## src/rtl/alu_ctrl_pkg.sv

```systemverilog
`default_nettype none
// ============================================================================
// Module      : alu_ctrl_pkg
// Description : Shared ALU opcodes, sequencer state codes and instruction
//               field positions for the ALU issue controller.
// Revision    : 1.0 - initial release
// ============================================================================
package alu_ctrl_pkg;

   typedef enum logic [2:0] {
      OP_ADD  = 3'b000,
      OP_ADDC = 3'b001,
      OP_SUB  = 3'b010,
      OP_MUL  = 3'b011,
      OP_AND  = 3'b100,
      OP_OR   = 3'b101,
      OP_NOT  = 3'b110,
      OP_XOR  = 3'b111
   } alu_op_e;

   localparam logic [1:0] S_IDLE = 2'd0;
   localparam logic [1:0] S_EXEC = 2'd1;
   localparam logic [1:0] S_WB   = 2'd2;
   localparam logic [1:0] S_RESP = 2'd3;

   localparam int INSTR_LOAD_BIT = 15;
   localparam int INSTR_OP_MSB   = 14;
   localparam int INSTR_OP_LSB   = 12;
   localparam int INSTR_RD_MSB   = 11;
   localparam int INSTR_RD_LSB   = 10;
   localparam int INSTR_RS_MSB   = 9;
   localparam int INSTR_RS_LSB   = 8;
   localparam int INSTR_IMM_MSB  = 7;
   localparam int INSTR_IMM_LSB  = 0;

endpackage
`default_nettype wire

```

## src/rtl/alu_issue_ctrl_if.sv

```systemverilog
`default_nettype none
// ============================================================================
// Module      : alu_issue_ctrl_if
// Description : Instruction and response valid/ready channels of the issue
//               controller.
// Revision    : 1.0 - initial release
// ============================================================================
interface alu_issue_ctrl_if #(
   parameter int WIDTH = 8
);
   logic             instr_valid;
   logic             instr_ready;
   logic [15:0]      instr;
   logic             resp_valid;
   logic             resp_ready;
   logic [WIDTH-1:0] resp_data;
   logic             resp_carry;

   modport master (
      output instr_valid, instr, resp_ready,
      input  instr_ready, resp_valid, resp_data, resp_carry
   );

   modport slave (
      input  instr_valid, instr, resp_ready,
      output instr_ready, resp_valid, resp_data, resp_carry
   );
endinterface
`default_nettype wire

```

## src/rtl/alu_regfile4.sv

```systemverilog
`default_nettype none
// ============================================================================
// Module      : alu_regfile4
// Description : Register file with two operand read ports, a debug read port
//               and one synchronous write port.
// Revision    : 1.0 - initial release
// ============================================================================
module alu_regfile4 #(
   parameter int WIDTH = 8,
   parameter int NREGS = 4
) (
   input  wire                     clk,
   input  wire                     rst,
   input  wire                     i_we,
   input  wire [$clog2(NREGS)-1:0] i_waddr,
   input  wire [WIDTH-1:0]         i_wdata,
   input  wire [$clog2(NREGS)-1:0] i_raddr_a,
   input  wire [$clog2(NREGS)-1:0] i_raddr_b,
   input  wire [$clog2(NREGS)-1:0] i_dbg_addr,
   output logic [WIDTH-1:0]        o_rdata_a,
   output logic [WIDTH-1:0]        o_rdata_b,
   output logic [WIDTH-1:0]        o_dbg_data
);
   logic [WIDTH-1:0] r_regs [NREGS];

   always_ff @(posedge clk) begin
      if (rst) begin
         for (int i = 0; i < NREGS; i++) begin
            r_regs[i] <= '0;
         end
      end else if (i_we) begin
         r_regs[i_waddr] <= i_wdata;
      end
   end

   assign o_rdata_a  = r_regs[i_raddr_a];
   assign o_rdata_b  = r_regs[i_raddr_b];
   assign o_dbg_data = r_regs[i_dbg_addr];
endmodule
`default_nettype wire

```

## src/rtl/alu_issue_ctrl.sv

```systemverilog
`default_nettype none
// ============================================================================
// Module      : alu_issue_ctrl
// Description : Issues register-file instructions to an external ALU, writes
//               the result back and returns it on a response channel.
// Revision    : 1.0 - initial release
// ============================================================================
module alu_issue_ctrl
   import alu_ctrl_pkg::*;
#(
   parameter int WIDTH = 8,
   parameter int NREGS = 4
) (
   input  wire                    clk,
   input  wire                    reset,
   alu_issue_ctrl_if.slave        bus,
   output logic [WIDTH-1:0]       alu_a,
   output logic [WIDTH-1:0]       alu_b,
   output logic                   alu_carryin,
   output logic [2:0]             alu_op_sel,
   input  wire  [WIDTH-1:0]       alu_result,
   input  wire                    alu_carryout,
   input  wire  [1:0]             dbg_addr,
   output logic [WIDTH-1:0]       dbg_data
);
   logic [1:0]       r_state;
   logic [1:0]       w_next_state;
   logic             w_instr_ready;
   logic             w_resp_valid;
   logic             w_rf_we;
   logic             w_accept;
   logic             w_is_load;

   logic             r_load;
   logic [1:0]       r_rd;
   logic [7:0]       r_imm;
   logic [WIDTH-1:0] r_alu_a;
   logic [WIDTH-1:0] r_alu_b;
   alu_op_e          r_alu_op_sel;
   logic [WIDTH-1:0] r_hold_result;
   logic             r_hold_carry;
   logic             r_carry;
   logic [WIDTH-1:0] r_resp_data;
   logic             r_resp_carry;

   logic [WIDTH-1:0] w_rd_data;
   logic [WIDTH-1:0] w_rs_data;
   logic [WIDTH-1:0] w_wb_data;
   logic             w_wb_carry;

   assign w_is_load = bus.instr[INSTR_LOAD_BIT];
   assign w_accept  = bus.instr_valid && w_instr_ready;

   always_ff @(posedge clk) begin
      if (reset) begin
         r_state <= S_IDLE;
      end else begin
         r_state <= w_next_state;
      end
   end

   always_comb begin
      w_next_state = r_state;
      case (r_state)
         S_IDLE:  if (w_accept) w_next_state = w_is_load ? S_WB : S_EXEC;
         S_EXEC:  w_next_state = S_WB;
         S_WB:    w_next_state = S_RESP;
         S_RESP:  if (bus.resp_ready) w_next_state = S_IDLE;
         default: w_next_state = S_IDLE;
      endcase
   end

   always_comb begin
      w_instr_ready = 1'b0;
      w_resp_valid  = 1'b0;
      w_rf_we       = 1'b0;
      case (r_state)
         S_IDLE:  w_instr_ready = !reset;
         S_WB:    w_rf_we       = 1'b1;
         S_RESP:  w_resp_valid  = 1'b1;
         default: ;
      endcase
   end

   // Loads bypass the ALU and leave the carry flag untouched.
   assign w_wb_data  = r_load ? WIDTH'(r_imm) : r_hold_result;
   assign w_wb_carry = r_load ? r_carry : r_hold_carry;

   always_ff @(posedge clk) begin
      if (reset) begin
         r_load        <= 1'b0;
         r_rd          <= '0;
         r_imm         <= '0;
         r_alu_a       <= '0;
         r_alu_b       <= '0;
         r_alu_op_sel  <= OP_ADD;
         r_hold_result <= '0;
         r_hold_carry  <= 1'b0;
         r_carry       <= 1'b0;
         r_resp_data   <= '0;
         r_resp_carry  <= 1'b0;
      end else begin
         if (w_accept) begin
            r_load <= w_is_load;
            r_rd   <= bus.instr[INSTR_RD_MSB:INSTR_RD_LSB];
            r_imm  <= bus.instr[INSTR_IMM_MSB:INSTR_IMM_LSB];
            if (!w_is_load) begin
               r_alu_a      <= w_rd_data;
               r_alu_b      <= w_rs_data;
               r_alu_op_sel <= alu_op_e'(bus.instr[INSTR_OP_MSB:INSTR_OP_LSB]);
            end
         end
         if (r_state == S_EXEC) begin
            r_hold_result <= alu_result;
            r_hold_carry  <= alu_carryout;
         end
         if (w_rf_we) begin
            r_carry      <= w_wb_carry;
            r_resp_data  <= w_wb_data;
            r_resp_carry <= w_wb_carry;
         end
      end
   end

   alu_regfile4 #(
      .WIDTH (WIDTH),
      .NREGS (NREGS)
   ) u_regfile (
      .clk        (clk),
      .rst        (reset),
      .i_we       (w_rf_we),
      .i_waddr    (r_rd),
      .i_wdata    (w_wb_data),
      .i_raddr_a  (bus.instr[INSTR_RD_MSB:INSTR_RD_LSB]),
      .i_raddr_b  (bus.instr[INSTR_RS_MSB:INSTR_RS_LSB]),
      .i_dbg_addr (dbg_addr),
      .o_rdata_a  (w_rd_data),
      .o_rdata_b  (w_rs_data),
      .o_dbg_data (dbg_data)
   );

   assign bus.instr_ready = w_instr_ready;
   assign bus.resp_valid  = w_resp_valid;
   assign bus.resp_data   = r_resp_data;
   assign bus.resp_carry  = r_resp_carry;
   assign alu_a           = r_alu_a;
   assign alu_b           = r_alu_b;
   assign alu_op_sel      = r_alu_op_sel;
   assign alu_carryin     = r_carry;
endmodule
`default_nettype wire

```

## src/flat_wrapper.sv

```systemverilog
// flat-port wrapper written by rule: the top's interface ports become plain ports
module alu_issue_ctrl_flat import alu_ctrl_pkg::*;
#(
   parameter int WIDTH = 8,
   parameter int NREGS = 4
)
  (clk, reset, alu_a, alu_b, alu_carryin, alu_op_sel, alu_result, alu_carryout, dbg_addr, dbg_data, bus_instr_valid, bus_instr, bus_resp_ready, bus_instr_ready, bus_resp_valid, bus_resp_data, bus_resp_carry);
  alu_issue_ctrl_if #(.WIDTH(WIDTH)) bus_i ();
  input  wire clk;
  input  wire reset;
  output logic [WIDTH-1:0] alu_a;
  output logic [WIDTH-1:0] alu_b;
  output logic alu_carryin;
  output logic [2:0] alu_op_sel;
  input  wire  [WIDTH-1:0] alu_result;
  input  wire alu_carryout;
  input  wire  [1:0] dbg_addr;
  output logic [WIDTH-1:0] dbg_data;
  input wire logic [$bits(bus_i.instr_valid)-1:0] bus_instr_valid;
  input wire logic [$bits(bus_i.instr)-1:0] bus_instr;
  input wire logic [$bits(bus_i.resp_ready)-1:0] bus_resp_ready;
  output wire logic [$bits(bus_i.instr_ready)-1:0] bus_instr_ready;
  output wire logic [$bits(bus_i.resp_valid)-1:0] bus_resp_valid;
  output wire logic [$bits(bus_i.resp_data)-1:0] bus_resp_data;
  output wire logic [$bits(bus_i.resp_carry)-1:0] bus_resp_carry;
  assign bus_i.instr_valid = bus_instr_valid;
  assign bus_i.instr = bus_instr;
  assign bus_i.resp_ready = bus_resp_ready;
  assign bus_instr_ready = bus_i.instr_ready;
  assign bus_resp_valid = bus_i.resp_valid;
  assign bus_resp_data = bus_i.resp_data;
  assign bus_resp_carry = bus_i.resp_carry;
  alu_issue_ctrl #(.WIDTH(WIDTH), .NREGS(NREGS)) u_core (.clk(clk), .reset(reset), .bus(bus_i), .alu_a(alu_a), .alu_b(alu_b), .alu_carryin(alu_carryin), .alu_op_sel(alu_op_sel), .alu_result(alu_result), .alu_carryout(alu_carryout), .dbg_addr(dbg_addr), .dbg_data(dbg_data));
endmodule
```

## config.mk

```make
export PLATFORM = sky130hd
export DESIGN_NAME = alu_issue_ctrl_flat
export DESIGN_NICKNAME = d
export VERILOG_FILES = /design/src/rtl/alu_ctrl_pkg.sv /design/src/rtl/alu_issue_ctrl_if.sv /design/src/rtl/alu_regfile4.sv /design/src/rtl/alu_issue_ctrl.sv /design/src/flat_wrapper.sv
export SDC_FILE = /design/constraint.sdc
export NUM_CORES = 1
export LEC_CHECK = 0
export CAP_MARGIN = 25
export CORE_ASPECT_RATIO = 1.1
export CORE_MARGIN = 4
export CORE_UTILIZATION = 45
export DETAILED_ROUTE_END_ITERATION = 16
export PLACE_DENSITY = 0.7
export SLEW_MARGIN = 10
export SYNTH_ARGS = -nofsm -noshare
export SYNTH_HDL_FRONTEND = slang
export SYNTH_HIERARCHICAL = 1
export SYNTH_SLANG_ARGS = --single-unit
export TNS_END_PERCENT = 50
```

## constraint.sdc

```tcl
create_clock -name clk -period 2.8 [get_ports clk]
set_input_delay 0.28 -clock clk [delete_from_list [all_inputs] [get_ports clk]]
set_output_delay 0.28 -clock clk [all_outputs]
set_load 0.02 [all_outputs]
```

==> impl_metrics.toml, run 1 <==
[run_status]
status = "finished clean"

[clocking]
path_clk_slew_ns = 0.08
clock-sinks = 82
cts_buffer_depth = 2
numCtsBuffers = 9
postCtsHoldBufs = 0
cts_setup_buffers = 0
clockRootBuffer = "clkbuf_8"
postCtsResizedCells = 0
cts_tree = "done"
htree_levels = 3
clock_latency_ns = 0.34

[routing]
drtIter0Drc = 95
routedWlPerCell_um = 15.6
vias = 2559
avgViaCountPerCell = 5.07
drc = 0
drt_wl_total_mm = 7.87
ant_nets = 0
firstDrtPassIters = 4

[worst_hold_path]
hp-start = "reset"
hold_path_depth = 2
hp-class = "input pin to flip-flop"
hold_end = "u_core/r_hold_result[5]$_SDFFE_PP0N_"

[final_layout]
finalInstanceArea_um2 = 4860
antenna_cells = 0
fin_nets = 425
syn_to_final_growth_pct = 22.5
multiInputGateArea_um2 = 1840
regArea_um2 = 1960
drive_gt1_share_pct = 20.1
fin_cells = 505
nFillCells = 728
utilization_pct = 57.2

[die]
ios = 70
die_height_um = 106
start_util_pct = 46.7
core_area_um2 = 8500
chipWidth_um = 97.5
dieArea_um2 = 10400
num_rows = 35

[global_routing]
grt_use_met2_pct = 26.4
antenna_found_initial = 0
grt-busiest-layer = "met2"
use_met1_pct = 19.3
grt_first_pass_wirelength_mm = 12.9
overflow = 0
grt_pass1_vias = 2577
grt_usage_pct = 15.4
grtUsageMet3_pct = 4.33
grt_max_degree = 27

[sta]
tns_ns = 0
slew_headroom_pct = 41.6
fmax_mhz = 435
min_period_ns = 2.30
finalSetupViolations = 0
hold_viol = 0
finalCritPeriodShare_pct = 82.1
rsz0062_at_grt = "no"
clock-skew-final_ns = 0.00826
drv_slew = 0
worstMarginPinSlew_ns = 0.871

[job]
maxCapViolCount = 0

[critical_path]
crit_required_ns = 2.52
rr_worst_depth = 5
cpMostUsedCell = "clkdlybuf4s50_1"
slowest_stage = "clkdlybuf4s50_1"
worstReg2RegEnd = "u_core/alu_b[5]$_SDFFE_PP0P_"
end_kind = "output port"
ff2ff_setup_slack_ns = 0.85
arrival_ns = 2.02
cp_cell_sequence = "clkdlybuf4s50_1 -> buf_4 -> mux4_2 -> clkdlybuf4s50_1"
r2r-start = "u_core/r_state[1]$_SDFFE_PP0P_"
worst-setup-path-type = "input pin to output port"
start_kind = "input pin"
max_stage_delay_ns = 0.55
path_max_fanout = 8

[place]
hpwl_mm = 5.91
io_buffers = 69
gp_congestion = 0.770
placed_cell_area_um2 = 4670
placed_cells = 489

[yosys]
synthTopCellsByArea = "dfxtp_1 25%, edfxtp_1 24%, mux4_2 14%"
syn_inst = 326
synth_most_common_cell = "dfxtp_1"
ys_seq_area_share_pct = 49.5
synthArstFlopShare_pct = 0
syn_area_um2 = 3970
synth_seq_cells = 82
postSynthAreaPerCell_um2 = 12.2
ys_warn_count = 6
synth_common_cells = "50 x dfxtp_1, 38 x nand2_1, 32 x edfxtp_1, 24 x and2_1, 24 x mux4_2"
synth_edf_count = 32
yosysTopAreaCell = "dfxtp_1"
synth.top_cell.area_share_pct = 25.2
synth_fp_nets = 362
yosysUniqueCellTypes = 31
synth-main-ff-cell = "dfxtp_1"

[power]
leakage_nw = 1.72
vdd.ir_drop.worst_mv = 0.381
power_density_nw_per_um2 = 642
total_power_w = 0.00312
[final cells by class]
class | instances | area share, %
Sequential cell | 82 | 40.4
Multi-Input combinational cell | 219 | 37.8
Timing Repair Buffer | 74 | 14.9
Tap cell | 111 | 2.86
Clock buffer | 9 | 2.55
Clock inverter | 7 | 1.24
Inverter | 3 | 0.232
[through the flow]
step	hold slack, ns	setup slack (ns)
floorplan	0.395	1.23
global placement	0.442	0.495
detailed placement	0.447	0.486
CTS	0.350	0.486
global route	0.382	0.440
finish	0.366	0.500
[routing by layer]
| metal | share of wire (%) | wire [um] | vias up |
|---|---|---|---|
| met4 | 0.75 | 59 | 0 |
| li1 | - | - | 1273 |
| met2 | 49 | 3840 | 70 |
| met3 | 5.5 | 434 | 5 |
| met5 | 0 | 0 | - |
| met1 | 45 | 3530 | 1211 |
[cell usage in the layout (no fill, tap or decap), types with 10 or more instances in the layout]
cell type	count
clkdlybuf4s50_1	68
edfxtp_1	32
nand2b_1	13
nand2_2	10
o21ai_1	11
mux2i_1	20
nand2_1	38
dfxtp_1	50
mux4_2	24
nor2_1	22
and2_1	24
a21oi_2	11
[worst max path at each step]
stage                                         startpoint                                           to
after global routing                         dbg_addr[0]                                  dbg_data[2]
final                                        dbg_addr[0]                                  dbg_data[1]
after detailed placement                     dbg_addr[0]                                  dbg_data[4]
after CTS                                    dbg_addr[0]                                  dbg_data[4]
after floorplan           u_core/r_state[0]$_SDFFE_PP0P_  u_core/u_regfile/r_regs[2][0]$_SDFFCE_PN0P_
after global placement                       dbg_addr[0]                                  dbg_data[1]
[kinds of logic (layout without fill, tap and decap cells)]
group                      Yosys count  in the layout  synth area share [%]
adders and majority gates            5              5                  1.58
DFF                                 82             82                  49.5
AOI/OAI and AO/OA                   36             36                  5.99
buffers and inverters               25             93                  4.20
muxes                               53             53                  21.2
and+or+nand+nor                    125            125                  17.5
[flip-flops by register name, summed over array words and instances (netlist names)]
register / flops
u_core/alu_a: 8
u_core/r_imm: 8
u_core/r_load: 1
u_core/u_regfile/r_regs: 32
u_core/alu_b: 8
u_core/r_hold_result: 8
u_core/r_state: 2
u_core/bus.resp_carry: 1
u_core/alu_op_sel: 3
u_core/bus.resp_data: 8
u_core/r_rd: 2
u_core/r_hold_carry: 1
[critical path: cells and delay by family]
| family | cells | cell delay, ns |
|---|---|---|
| mux | 1 | 0.53 |
| buf+inv | 3 | 1.20 |
[where the power goes]
part | switching, W | internal, W
Combinational | 0.000429 | 0.000406
Sequential | 0.0000972 | 0.00138
Clock | 0.000405 | 0.000401
Note: power is estimated with default switching activity, not from simulation.
==> run 2: changes to the inputs <==
Clock period 2.8 ns to 2.3 ns, I/O delays scaled along.
==> run 2 against run 1 <==
  * Setup slack got worse by 0.38 ns
  * Global-route usage rose by 0.98 points
  * Clock skew increased by 0.0013 ns
  * Sequential share of layout area fell by 0.67 points
  * Final cell count increased by 1.4%
==> impl_metrics.toml, run 2 (same netlist as run 1, synthesis figures left out) <==
[clocking]
postCtsHoldBufs = 0
numCtsBuffers = 9
clock_latency_ns = 0.34
path_clk_slew_ns = 0.08
cts_setup_buffers = 0
postCtsResizedCells = 0
cts_buffer_depth = 2
cts_tree = "done"
clock-sinks = 82
htree_levels = 3
clockRootBuffer = "clkbuf_8"

[critical_path]
cp_cell_sequence = "clkdlybuf4s50_1 -> buf_12 -> mux4_2 -> clkdlybuf4s50_1"
slowest_stage = "clkdlybuf4s50_1"
cpMostUsedCell = "clkdlybuf4s50_1"
start_kind = "input pin"
worst-setup-path-type = "input pin to output port"
arrival_ns = 1.95
crit_required_ns = 2.07
max_stage_delay_ns = 0.55
end_kind = "output port"
path_max_fanout = 8

[sta]
worstMarginPinSlew_ns = 0.587
finalCritPeriodShare_pct = 94.7
fmax_mhz = 459
min_period_ns = 2.18
hold_viol = 0
drv_slew = 0
rsz0062_at_grt = "no"
clock-skew-final_ns = 0.00953
tns_ns = 0
finalSetupViolations = 0
slew_headroom_pct = 60.9

[global_routing]
grt_usage_pct = 16.4
antenna_found_initial = 0
grt_first_pass_wirelength_mm = 13.6
grt_max_degree = 27
grt_pass1_vias = 2701
overflow = 0

[routing]
vias = 2607
maxUsedRoutingLayer = "met4"
avgViaCountPerCell = 5.09
drc = 0
ant_nets = 0
firstDrtPassIters = 4
wl_met2_mm = 4.09
drtIter0Drc = 102
wl_met1_mm = 3.66
routedWlPerCell_um = 16.1
wl_met3_um = 353
drt_wl_total_mm = 8.23

[die]
chipWidth_um = 97.5
dieArea_um2 = 10400
core_area_um2 = 8500
start_util_pct = 46.7
die_height_um = 106
ios = 70
num_rows = 35

[final_layout]
syn_to_final_growth_pct = 24.5
largest_reg_flops = 32
top_register = "u_core/u_regfile/r_regs"
layout_commonest_cell = "clkdlybuf4s50_1"
antenna_cells = 0
drive_gt1_share_pct = 21.9
fin_nets = 433
most-common-layout-cells = "68 x clkdlybuf4s50_1, 50 x dfxtp_1, 38 x nand2_1"

[run_status]
status = "finished clean"

[place]
hpwl_mm = 6.12
gp_congestion = 0.742
io_buffers = 69

[job]
maxCapViolCount = 0

[power]
leakage_nw = 1.76
power_density_nw_per_um2 = 790
vdd.ir_drop.worst_mv = 0.346
total_power_w = 0.00390

[worst_hold_path]
hp-class = "input pin to flip-flop"
==> run 2: cell types whose count changed in the layout (fill, tap and decap cells not counted) <==
cell / previous run / this run
clkinvlp_4: 1 / 2
clkinv_1: 2 / 0
clkinv_2: 3 / 2
buf_12: 0 / 1
buf_4: 5 / 12
clkbuf_8: 9 / 10
==> run 2: through the flow <==
stage               area [um^2]  setup WS [ns]  instances  utilization (%)  hold WS, ns
finish                     4940          0.121        512             58.1        0.296
global route               4940         0.0926        512             58.1        0.317
global placement           4750          0.124        497             55.9        0.442
floorplan                  3970          0.729        326                -        0.345
detailed placement         4750          0.111        497             55.9        0.448
CTS                        4940          0.111        512             58.1        0.280
==> run 2: final cells by class <==
class | instances | area [um^2]
fill | 734 | 3560
clock inverter | 5 | 55.1
sequential | 82 | 1960
inverter | 3 | 11.3
timing repair buffer | 82 | 796
tap | 111 | 139
clock buffer | 10 | 138
multi-input combinational | 219 | 1840
==> run 2: per-layer routing <==
layer  vias to the layer above  track usage [%]
met1                      1244             19.8
li1                       1288                -
met4                         0             6.53
met3                         9             3.15
met2                        66             28.9
met5                         -                0
==> run 2: critical path, delay by kind of cell <==
kind / cells / cell delay (ns)
buffers and inverters: 3 / 1.21
multiplexers: 1 / 0.51
==> run 2: worst paths after layout <==
path,end,from,slack (ns),cells after the start
setup / recovery,dbg_data[0],dbg_addr[0],0.12,4
hold / removal,u_core/r_hold_result[5]$_SDFFE_PP0N_,reset,0.30,2
setup reg to reg,u_core/u_regfile/r_regs[0][1]$_SDFFCE_PN0P_,u_core/r_state[0]$_SDFFE_PP0P_,0.48,4
hold reg to reg,u_core/alu_b[6]$_SDFFE_PP0P_,u_core/alu_b[6]$_SDFFE_PP0P_,0.46,2
==> run 2: power by group <==
group	internal, W	total, W	switching (W)
clock network	0.000522	0.00103	0.000510
registers	0.00168	0.00180	0.000122
logic	0.000525	0.00107	0.000540
==> run 3: changes to the inputs <==
Settings changed: CORE_UTILIZATION 45 to 55, CTS_BUF_LIST set to sky130_fd_sc_hd__clkbuf_4, PLACE_DENSITY 0.7 to 0.83.
==> run 3 against run 2 <==
  * Non-clock buffer count is 2 lower
  * Clock-buffer cell count is the same
  * Cell area is 2.2% lower
  * Utilization rose by 11 points
  * Sequential power about the same
  * First-iteration DRC count grew 20%
  * Global-route usage increased by 2.3 points
  * Setup slack improved by 0.0042 ns
  * Sequential cell count did not move
  * Worst hold slack worse by 0.037 ns
  * Clock skew is 0.0040 ns higher
  * Register-to-register slack gained 0.18 ns
  * Largest cell class unchanged
  * Largest power group unchanged
==> impl_metrics.toml, run 3 (same netlist as run 1, synthesis figures left out) <==
[sta]
hold_ws_ns = 0.259
slew_headroom_pct = 63.6
fmax_mhz = 460
drv_slew = 0
rsz0062_at_grt = "no"
min_period_ns = 2.17
hold_viol = 0
finalCritPeriodShare_pct = 94.5
tns_ns = 0
worstMarginPinSlew_ns = 0.547
finalSetupViolations = 0
clock-skew-final_ns = 0.0136

[die]
core_area_um2 = 7010
die_height_um = 97.1
start_util_pct = 56.6
dieArea_um2 = 8640
ios = 70
num_rows = 32
chipWidth_um = 89.0

[final_layout]
largest_reg_flops = 32
layout_commonest_cell = "clkdlybuf4s50_1"
fin_nets = 431
syn_to_final_growth_pct = 21.8
regArea_um2 = 1960
finalInstanceArea_um2 = 4830
antenna_cells = 0
nFillCells = 527
top_register = "u_core/u_regfile/r_regs"
drive_gt1_share_pct = 21.5
utilization_pct = 68.9
most-common-layout-cells = "68 x clkdlybuf4s50_1, 50 x dfxtp_1, 38 x nand2_1"
multiInputGateArea_um2 = 1840

[power]
total_power_w = 0.00366
power_density_nw_per_um2 = 758
leakage_nw = 1.73
vdd.ir_drop.worst_mv = 0.412

[routing]
ant_nets = 0
vias = 2591
drc = 0
drtIter0Drc = 122
avgViaCountPerCell = 5.34
routedWlPerCell_um = 15.6
firstDrtPassIters = 4
drt_wl_total_mm = 7.59

[clocking]
clock-sinks = 82
clock_latency_ns = 0.42
postCtsHoldBufs = 0
path_clk_slew_ns = 0.12
htree_levels = 3
numCtsBuffers = 9
cts_tree = "done"
cts_buffer_depth = 2
clockRootBuffer = "clkbuf_4"
cts_setup_buffers = 0
postCtsResizedCells = 0

[critical_path]
end_kind = "output port"
crit_required_ns = 2.07
path_max_fanout = 8
worst-setup-path-type = "input pin to output port"
arrival_ns = 1.94
start_kind = "input pin"

[place]
placed_cell_area_um2 = 4700
io_buffers = 69
gp_congestion = 0.748
hpwl_mm = 5.69

[global_routing]
grt_first_pass_wirelength_mm = 12.6
antenna_found_initial = 0
grt_max_degree = 30
grt_pass1_vias = 2602
grt_usage_pct = 18.8
overflow = 0

[run_status]
status = "finished clean"

[job]
maxCapViolCount = 0

[worst_hold_path]
hp-class = "input pin to flip-flop"
[run 3: cell types whose count changed in the layout (fill, tap and decap cells not counted), sizes merged]
cell,before,now
clkinvlp,2,0
buf,14,12
clkinv,2,5
[run 3: metal layers]
| layer | global-route usage, % | wire length [um] | vias to the layer above |
|---|---|---|---|
| met5 | 0 | 0 | - |
| met4 | 7.79 | 141 | 0 |
| met3 | 3.31 | 468 | 12 |
| met2 | 30.8 | 3850 | 82 |
| met1 | 24.2 | 3130 | 1206 |
| li1 | - | - | 1291 |
[run 3: power by group]
part,switching (W),internal [W],leakage (nW)
clock network,0.000480,0.000337,0.0776
registers,0.000119,0.00168,0.738
logic,0.000530,0.000515,0.918
total,0.00113,0.00253,1.73
[run 3: worst max-delay path: stages]
cell	delay (ns)
clkdlybuf4s50_1	0.50
buf_12	0.15
mux4_2	0.51
clkdlybuf4s50_1	0.55
[run 3: worst paths after layout]
kind	start	endpoint	slack [ns]	depth (start not counted)
worst max-delay path	dbg_addr[0]	dbg_data[3]	0.13	4
worst min register to register	u_core/alu_b[6]$_SDFFE_PP0P_	u_core/alu_b[6]$_SDFFE_PP0P_	0.47	2
worst min-delay path	reset	u_core/bus.resp_data[6]$_SDFFE_PP0P_	0.26	2
worst max register to register	u_core/r_state[0]$_SDFFE_PP0P_	u_core/bus.resp_carry$_SDFFE_PP0P_	0.66	6
[run 3: final cells by class]
| cell class | count | share of cell area (%) |
|---|---|---|
| multi-input cells | 219 | 38.0 |
| repair buffers | 80 | 16.2 |
| inverters | 3 | 0.233 |
| well taps | 85 | 2.20 |
| flip-flops and latches | 82 | 40.6 |
| clock buffers | 10 | 1.55 |
| clock inverters | 6 | 1.19 |
[run 3: stage by stage]
stage	std cells	worst slack, ns
final	485	0.125
after global routing	485	0.0316
after CTS	485	0.108
after detailed placement	469	0.117
after global placement	469	0.130
after floorplan	326	0.729
